`src/rtl/exec_nlane_pkg.sv`:
```
// exec_pkg: op encoding, pipeline constants and the per-lane ALU shared by exec_nlane.
// The ALU works on a 64-bit container and masks to the caller's XLEN (XLEN <= 64).
package exec_pkg;

  typedef enum logic [3:0] {
    OP_NOP  = 4'd0,
    OP_ADD  = 4'd1,
    OP_SUB  = 4'd2,
    OP_SRL  = 4'd3,
    OP_SLL  = 4'd4,
    OP_SRA  = 4'd5,
    OP_AND  = 4'd6,
    OP_OR   = 4'd7,
    OP_XOR  = 4'd8,
    OP_SLT  = 4'd9,
    OP_SLTU = 4'd10,
    OP_MUL  = 4'd11
  } exec_type_e;

  typedef enum logic {
    S_IDLE = 1'b0,
    S_MUL  = 1'b1
  } exec_state_e;

  localparam logic [5:0] LOAD_OPCODE = 6'b010000;
  localparam logic [2:0] BUBBLE_HDR  = 3'b111;
  localparam int         ALU_MAXW    = 64;

  // MUL is handled by the iterative multiplier, so here it falls into the srcb default.
  function automatic logic [ALU_MAXW-1:0] exec_alu(input logic [ALU_MAXW-1:0] srca,
                                                   input logic [ALU_MAXW-1:0] srcb,
                                                   input logic [3:0]          op,
                                                   input int                  xlen);
    logic [ALU_MAXW-1:0] mask, a_u, b_u, a_s, b_s, res;
    int                  shamt;
    mask  = {ALU_MAXW{1'b1}} >> (ALU_MAXW - xlen);
    a_u   = srca & mask;
    b_u   = srcb & mask;
    a_s   = a_u[xlen-1] ? (a_u | ~mask) : a_u;
    b_s   = b_u[xlen-1] ? (b_u | ~mask) : b_u;
    shamt = int'(b_u[5:0]) & ((1 << $clog2(xlen)) - 1);
    case (op)
      OP_ADD:  res = a_u + b_u;
      OP_SUB:  res = a_u - b_u;
      OP_SRL:  res = a_u >> shamt;
      OP_SLL:  res = a_u << shamt;
      OP_SRA:  res = $unsigned($signed(a_s) >>> shamt);
      OP_AND:  res = a_u & b_u;
      OP_OR:   res = a_u | b_u;
      OP_XOR:  res = a_u ^ b_u;
      OP_SLT:  res = {{(ALU_MAXW-1){1'b0}}, $signed(a_s) < $signed(b_s)};
      OP_SLTU: res = {{(ALU_MAXW-1){1'b0}}, a_u < b_u};
      default: res = b_u;
    endcase
    return res & mask;
  endfunction

endpackage

```
`src/rtl/exec_nlane_mul_iter.sv`:
```
// exec_mul_iter: radix-2 shift-add multiplier, one iteration per clock after start.
// The iteration count is owned by the parent; extra iterations are harmless once the multiplier drains to zero.
module exec_mul_iter #(
  parameter int XLEN = 32
) (
  input  logic            clk,
  input  logic            rstn,
  input  logic            start,
  input  logic [XLEN-1:0] multiplicand,
  input  logic [XLEN-1:0] multiplier,
  output logic [XLEN-1:0] product
);

  logic [XLEN-1:0] acc, mcand, mplier;

  // Accumulator value after the iteration in flight, so the final edge can register it directly.
  assign product = mplier[0] ? acc + mcand : acc;

  // NOTE: state updates use <= so every register samples pre-edge values, independent of statement order.
  always_ff @(posedge clk) begin
    if (!rstn) begin
      acc    <= '0;
      mcand  <= '0;
      mplier <= '0;
    end else if (start) begin
      acc    <= '0;
      mcand  <= multiplicand;
      mplier <= multiplier;
    end else begin
      acc    <= product;
      mcand  <= mcand << 1;
      mplier <= mplier >> 1;
    end
  end

endmodule

```
`src/rtl/exec_nlane.sv`:
```
// exec_nlane: N-lane execute stage with per-lane ALU and registered outputs to the memory stage.
// Define EXEC_NLANE_MUL_EN to add the iterative MUL op, its IDLE/MUL FSM and the ex_busy stall.
module exec_nlane
  import exec_pkg::*;
#(
  parameter int LANES = 2,
  parameter int XLEN  = 32,
  parameter int IW    = 32,
  parameter int RW    = 5
) (
  input  logic                  clk,
  input  logic                  rstn,
  input  logic                  interlock,
  output logic                  ex_busy,
  input  logic [31:0]           pc,
  input  logic [LANES*IW-1:0]   inst,
  input  logic [LANES*XLEN-1:0] srca,
  input  logic [LANES*XLEN-1:0] srcb,
  input  logic [LANES*4-1:0]    e_type,
  input  logic [LANES*RW-1:0]   rt,
  input  logic [LANES-1:0]      rt_flag,
  output logic [31:0]           pc_to_the_next,
  output logic [LANES*IW-1:0]   inst_to_the_next,
  output logic [LANES*XLEN-1:0] tdata,
  output logic [LANES*RW-1:0]   rt_to_the_next,
  output logic [LANES-1:0]      rt_flag_to_the_next,
  output logic                  ex_to_mem_ready
);

  localparam logic [IW-1:0]       BUBBLE_INST   = {BUBBLE_HDR, {(IW-3){1'b0}}};
  localparam logic [LANES*IW-1:0] BUBBLE_BUNDLE = {LANES{BUBBLE_INST}};

  logic [LANES*XLEN-1:0] alu_res;
  logic [LANES-1:0]      is_load;

`ifdef EXEC_NLANE_MUL_EN
  localparam int CW = $clog2(XLEN + 1);

  exec_state_e           state;
  logic [CW-1:0]         cnt;
  logic [LANES-1:0]      is_mul;
  logic [LANES*XLEN-1:0] mul_prod;
  logic [LANES*XLEN-1:0] final_res;
  logic                  accept;
  logic [31:0]           pc_l;
  logic [LANES*IW-1:0]   inst_l;
  logic [LANES*RW-1:0]   rt_l;
  logic [LANES-1:0]      rt_flag_l;
  logic [LANES-1:0]      mul_l;
  logic                  load_l;
  logic [LANES*XLEN-1:0] res_l;

  assign accept  = (state == S_IDLE) && !interlock;
  assign ex_busy = (state == S_MUL);
`else
  assign ex_busy = 1'b0;
`endif

  for (genvar i = 0; i < LANES; i++) begin : g_lane
    logic [ALU_MAXW-1:0] a_ext, b_ext, r_ext;

    // NOTE: every always_comb output gets a default first so no path leaves it unassigned (no latch).
    always_comb begin
      a_ext = '0;
      b_ext = '0;
      a_ext[XLEN-1:0] = srca[i*XLEN +: XLEN];
      b_ext[XLEN-1:0] = srcb[i*XLEN +: XLEN];
      r_ext = exec_alu(a_ext, b_ext, e_type[i*4 +: 4], XLEN);
    end

    assign alu_res[i*XLEN +: XLEN] = r_ext[XLEN-1:0];
    assign is_load[i] = (inst[i*IW + IW-6 +: 6] == LOAD_OPCODE);

    if (XLEN < ALU_MAXW) begin : g_hi
      logic unused_hi;
      assign unused_hi = ^r_ext[ALU_MAXW-1:XLEN];
    end

`ifdef EXEC_NLANE_MUL_EN
    assign is_mul[i] = (e_type[i*4 +: 4] == OP_MUL);
    assign final_res[i*XLEN +: XLEN] = mul_l[i] ? mul_prod[i*XLEN +: XLEN] : res_l[i*XLEN +: XLEN];

    exec_mul_iter #(.XLEN(XLEN)) u_mul (
      .clk          (clk),
      .rstn         (rstn),
      .start        (accept && is_mul[i]),
      .multiplicand (srca[i*XLEN +: XLEN]),
      .multiplier   (srcb[i*XLEN +: XLEN]),
      .product      (mul_prod[i*XLEN +: XLEN])
    );
`endif
  end

`ifdef EXEC_NLANE_MUL_EN
  // NOTE: the latched bundle (pc_l..res_l) is only read after being written on acceptance, so it carries no reset.
  always_ff @(posedge clk) begin
    if (!rstn) begin
      state               <= S_IDLE;
      cnt                 <= '0;
      pc_to_the_next      <= '0;
      inst_to_the_next    <= BUBBLE_BUNDLE;
      tdata               <= '0;
      rt_to_the_next      <= '0;
      rt_flag_to_the_next <= '0;
      ex_to_mem_ready     <= 1'b0;
    end else begin
      // Bubble unless a bundle is emitted below; tdata and rt hold.
      pc_to_the_next      <= '0;
      inst_to_the_next    <= BUBBLE_BUNDLE;
      rt_flag_to_the_next <= '0;
      ex_to_mem_ready     <= 1'b0;
      case (state)
        S_IDLE: begin
          if (!interlock) begin
            if (|is_mul) begin
              pc_l      <= pc;
              inst_l    <= inst;
              rt_l      <= rt;
              rt_flag_l <= rt_flag;
              load_l    <= |is_load;
              mul_l     <= is_mul;
              res_l     <= alu_res;
              cnt       <= CW'(XLEN);
              state     <= S_MUL;
            end else begin
              pc_to_the_next      <= pc;
              inst_to_the_next    <= inst;
              tdata               <= alu_res;
              rt_to_the_next      <= rt;
              rt_flag_to_the_next <= rt_flag;
              ex_to_mem_ready     <= |is_load;
            end
          end
        end
        S_MUL: begin
          cnt <= cnt - CW'(1);
          if (cnt == CW'(1)) begin
            pc_to_the_next      <= pc_l;
            inst_to_the_next    <= inst_l;
            tdata               <= final_res;
            rt_to_the_next      <= rt_l;
            rt_flag_to_the_next <= rt_flag_l;
            ex_to_mem_ready     <= load_l;
            state               <= S_IDLE;
          end
        end
        default: state <= S_IDLE;
      endcase
    end
  end
`else
  always_ff @(posedge clk) begin
    if (!rstn) begin
      pc_to_the_next      <= '0;
      inst_to_the_next    <= BUBBLE_BUNDLE;
      tdata               <= '0;
      rt_to_the_next      <= '0;
      rt_flag_to_the_next <= '0;
      ex_to_mem_ready     <= 1'b0;
    end else if (interlock) begin
      pc_to_the_next      <= '0;
      inst_to_the_next    <= BUBBLE_BUNDLE;
      rt_flag_to_the_next <= '0;
      ex_to_mem_ready     <= 1'b0;
    end else begin
      pc_to_the_next      <= pc;
      inst_to_the_next    <= inst;
      tdata               <= alu_res;
      rt_to_the_next      <= rt;
      rt_flag_to_the_next <= rt_flag;
      ex_to_mem_ready     <= |is_load;
    end
  end
`endif

endmodule

```
`config.mk`:
```
export PLATFORM = sky130hd
export DESIGN_NAME = exec_nlane
export DESIGN_NICKNAME = d
export VERILOG_FILES = /design/src/rtl/exec_nlane_pkg.sv /design/src/rtl/exec_nlane_mul_iter.sv /design/src/rtl/exec_nlane.sv
export SDC_FILE = /design/constraint.sdc
export NUM_CORES = 1
export LEC_CHECK = 0
export ABC_CLOCK_PERIOD_IN_PS = 3700
export BUFFER_PORTS_ARGS = -buffer_cell sky130_fd_sc_hd__buf_2
export CORE_ASPECT_RATIO = 0.7
export CORE_MARGIN = 3
export CORE_UTILIZATION = 40
export CTS_BUF_LIST = sky130_fd_sc_hd__clkbuf_4 sky130_fd_sc_hd__clkbuf_8
export DETAILED_ROUTE_END_ITERATION = 12
export PLACE_DENSITY = 0.6
export SYNTH_ARGS = -nofsm -noshare
export SYNTH_HDL_FRONTEND = slang
export SYNTH_SLANG_ARGS = --single-unit
```
`constraint.sdc`:
```
create_clock -name clk -period 3.7 [get_ports clk]
set_clock_uncertainty 0.1 [all_clocks]
set_input_delay 0.185 -clock clk [delete_from_list [all_inputs] [get_ports clk]]
set_output_delay 0.185 -clock clk [all_outputs]
set_load 0.02 [all_outputs]
```
# Word-level counts from Yosys, hierarchy flattened
# Index checks and enable logic that the tools add are counted.
# op_classes
addsub,4
order_cmp,4
eq_ne,22
shifts,6
mux,6
bitwise_logic,7
n_reduce_logical,2
# ops
operator,count
$pmux W32 S10,2
$mux W64,4
$lt A64 B64 Y1,2
$sshr A64 B5 Y32,2
$add A32 B32 Y32,2
$and A32 B32 Y32,2
$lt A32 B32 Y1,2
$or A32 B32 Y32,2
$shl A32 B5 Y32,2
$shr A32 B5 Y32,2
$sub A32 B32 Y32,2
$xor A32 B32 Y32,2
$eq A4 B3 Y1 const B,8
$eq A4 B4 Y1 const B,6
$eq A4 B2 Y1 const B,4
$eq A6 B5 Y1 const B,2
$eq A4 B1 Y1 const B,2
$reduce_or A2 Y1,2
$not A1 Y1,1
# totals
register_bits,173
in_bits,247
out_inout_bits,174
elab_cells,57

# Depth between registers and ports, before layout
# depth
depth_word,3
mapped_depth,16
mapped_depth_nobuf,13

# Worst setup path before layout
# OpenSTA, ideal clock, no wires.
# synth_path
path_kind,in2reg
from,input srcb[34]
to,register tdata[51]
arrival_ns,3.613
required_time_ns,3.471
setup_slack_ns,-0.142
path_stages,14
cell_sequence,inv_1 > buf_2 > buf_1 > clkbuf_1 > ha_1 > buf_2 > or4_1 > a21oi_1 > o31ai_1 > o21ai_2 > a21oi_1 > a221o_1 > a2111oi_0 > o21ai_1
# synth_via
elab_chain_cells,2
elab_cells_between_ends,6
classes_between,add/sub: 2; shift: 3; mux: 1
# synth_lines
element,line_no,rtl
from (decl),exec_nlane.sv:18,"input logic [LANES*XLEN-1:0] srcb,"
$sub A32 B32 Y32 (tied with other cells),exec_nlane_pkg.sv:44,OP_SUB: res = a_u - b_u;
$pmux W32 S10 *,exec_nlane_pkg.sv:42,case (op)
to (signal assigned),exec_nlane.sv:168,tdata <= alu_res;
to (decl),exec_nlane.sv:24,"output logic [LANES*XLEN-1:0] tdata,"
# Mark *: on every way between the ends. The rest lies on a longest branch, timed or not.
# A chain may end at the register's enable or synchronous reset.

# Final worst setup path
# layout_path
from,input srcb[5]
to,register tdata[29]
# layout_via
elab_chain_cells,2
elab_cells_between_ends,3
classes_between,add/sub: 2; mux: 1
# layout_lines
element,line_no
$sub A32 B32 Y32 or $add A32 B32 Y32 (tied branches),"exec_nlane_pkg.sv:44, exec_nlane_pkg.sv:43"
$pmux W32 S10 *,exec_nlane_pkg.sv:42
# Marks and branches as above.

==> metrics.yaml <==
setup_path:
  arrival_ns: 3.78
  worstPathMaxFanout: 10
  worst-path-stages: 14
  critPathCaptureType: "flop"
  critPathTopFamily: "compound AO/OA/AOI/OAI gates"
  r2r-start: "tdata[31]"
  critPathLaunch: "srcb[5]"
  crit_path_start_kind: "input pin"
  r2r_end: "tdata[31]"
  endpoint: "tdata[29]"
  max_stage_delay_ns: 0.55
  path_buf_inv: 4
  critPathKind: "input pin to flop"
  r2r_cells: 8
  required_ns: 4.03
  critPathSlowestCell: "dlygate4sd3_1"
  path_cells: "dlygate4sd3_1, buf_2, inv_1, ha_1, nor2_1, a32oi_1, o31ai_1, buf_4, nor4b_1, o21bai_1, o31a_1, a311oi_1, o22a_1, a31oi_1"
  r2r_slack_ns: 1.75
detailed_routing:
  vias: 28153
  drc: 0
  finalWirelength_um: 117000
  first_pass_iters: 7
  post_drt_wl_per_cell_um: 26.6
  drtIter0Drc: 4203
  ant_nets: 0
  via_per_inst: 6.42
min_path:
  hp-class: "input pin to flop"
timing:
  maxSlewViolCount: 0
  hold_ws_ns: 0.0826
  hold_viol: 0
  fin_crit_ns: 3.45
  setup_tns_ns: 0
  rsz0062_at_grt: "false"
  max_freq_mhz: 290
  slew_headroom_pct: 21.0
  setup_viol: 0
  fin_crit_sh_pct: 93.3
  worst_pin_slew_ns: 1.17
global_route:
  track_usage_pct: 36.4
  grt_pass1_vias: 25920
  grt_max_degree: 89
  antenna_found_initial: 5
  gr-total-overflow: 0
  grt_first_pass_wirelength_um: 171000
finish:
  stdcell_count: 4384
  fin_util_pct: 50.7
  ff_latch_area_um2: 3460
  fillers: 5544
  multiInputGateArea_um2: 18300
  final_cell_mix: "buf_2, nor2_1, o21ai_0"
  drive_gt1_share_pct: 23.0
  final_area_um2: 29100
  area_growth_syn_to_layout_pct: 23.6
  final_nets: 4066
  final_common_cell: "buf_2"
floorplanning:
  die-width_um: 296
  rows: 73
  start_util_pct: 41.0
  io_pins: 421
  die_y_um: 209
  fp.coreArea_um2: 57500
  dieArea_um2: 61900
yosys:
  synth-compound-area-share_pct: 30.7
  async_flop_share_pct: 0
  synth_top_family_by_area: "compound AO/OA/AOI/OAI gates"
  synth_xor_area_share_pct: 0.818
  synthFlopType: "dfxtp_1"
  netlist_area_um2: 23500
  syn_avg_cell_area_um2: 7.68
  synthMuxAreaShare_pct: 16.5
  synth_fp_nets: 3514
  yosys.area_share.simple_pct: 18.6
  syn_inst: 3067
  yosysSeqAreaShare_pct: 14.7
  ys_ff_latch: 173
  ys_types: 99
  synth_fa_ha_area_share_pct: 10.8
  yosysWarnings: 0
  synth_edf_count: 0
power_and_ir_drop:
  powerDensity_nw_per_um2: 253
  vdd_drop_max_mv: 0.370
  power.leakage_nw: 13.0
clocking:
  path_clk_slew_ns: 0.13
  cts_root_buf: "clkbuf_8"
  cts_tree: "built"
  cts.sinks: 173
  cts_buffers: 17
  h-tree-depth: 4
  clkLatencyLatePin_ns: 0.55
  postCtsSetupRepairBufs: 0
  cts_buffer_depth: 2
place:
  place_inst: 4191
  hpwl_um: 88500
  io_buffers: 419
  place_congestion: 1.07
  place_area_um2: 27100
status:
  status: "finished clean"
run:
  max_cap_viol_count: 0
[flip-flops by register name (all words and copies together), names as in the netlist]
register	cells
ex_to_mem_ready	1
inst_to_the_next	64
pc_to_the_next	32
rt_flag_to_the_next	2
rt_to_the_next	10
tdata	64
[worst register-to-register path: cells and delay by family (launching register included)]
kind / cells / cell delay [ns]
compound gates: 6 / 1.26
flops: 1 / 0.36
simple gates: 2 / 0.12
[stage by stage]
stage	setup slack (ns)	power, W
final	0.248	0.00735
after floorplan	-0.00745	0.00427
after global routing	0.0558	0.00769
after detailed placement	-0.0768	0.00560
after global placement	0.0865	0.00561
after CTS	0.349	0.00725
[per-layer routing]
layer,vias up,routed length [µm],track usage [%],share of wire [%]
met5,-,29,0,0.025
met2,2075,45200,49.1,39
li1,12587,-,-,-
met3,201,18400,15.1,16
met4,6,2760,7.98,2.4
met1,13284,50500,53.2,43
[report_power, final]
part | internal (W) | total, W | switching, W
registers | 0.00198 | 0.00204 | 0.0000671
clock network | 0.000511 | 0.00149 | 0.000976
logic | 0.00145 | 0.00382 | 0.00237
total | 0.00394 | 0.00735 | 0.00341
[area by class of cell]
cell class,instances,area share [%]
clock buffer,17,0.804
timing repair buffer,773,18.0
antenna,2,0.0172
clock inverter,15,0.598
tap,750,3.22
multi-input combinational,2450,62.8
sequential,173,11.9
inverter,204,2.63
[kinds of logic (layout without fill, tap and decap cells)]
kind of cell | after synthesis | after routing
adders and majority gates | 200 | 200
AOI/OAI and AO/OA | 1070 | 1070
xor gates and xnor gates | 22 | 22
muxes | 247 | 247
DFF | 173 | 173
buffers and inverters | 444 | 1009
other | 1 | 3
and+or+nand+nor | 910 | 910
[worst min path at each step]
stage | startpoint | end | slack, ns | cells past startpoint
2_1_floorplan | inst[29] | inst_to_the_next[29] | 0.19 | 1
3_3_place_gp | pc[30] | pc_to_the_next[30] | 0.28 | 2
3_5_place_dp | inst[1] | inst_to_the_next[1] | 0.29 | 2
4_1_cts | e_type[6] | tdata[32] | 0.007 | 3
5_1_grt | e_type[6] | tdata[32] | 0.05 | 3
6_report | e_type[6] | tdata[32] | 0.08 | 3
[cell usage after synthesis (51+ instances only)]
cell type | number | area, µm²
ha_1 | 196 | 2450
a211oi_1 | 59 | 443
nand3_1 | 51 | 255
nor2_1 | 268 | 1010
clkbuf_1 | 162 | 608
o21ai_0 | 247 | 1240
nand2_1 | 231 | 867
and2_1 | 112 | 701
mux2i_1 | 98 | 981
a21oi_1 | 229 | 1150
inv_1 | 195 | 732
mux4_2 | 86 | 1940
dfxtp_1 | 173 | 3460
o211ai_1 | 52 | 390
nor3_1 | 70 | 350
[timing repair]
item / CTS / global route
hold buffers: 159 / 0
hold endpoints to repair: 160 / 0
gates resized for setup: 0 / 1
setup endpoints to repair: 0 / 1
Note: power is estimated with default switching activity, not from simulation.
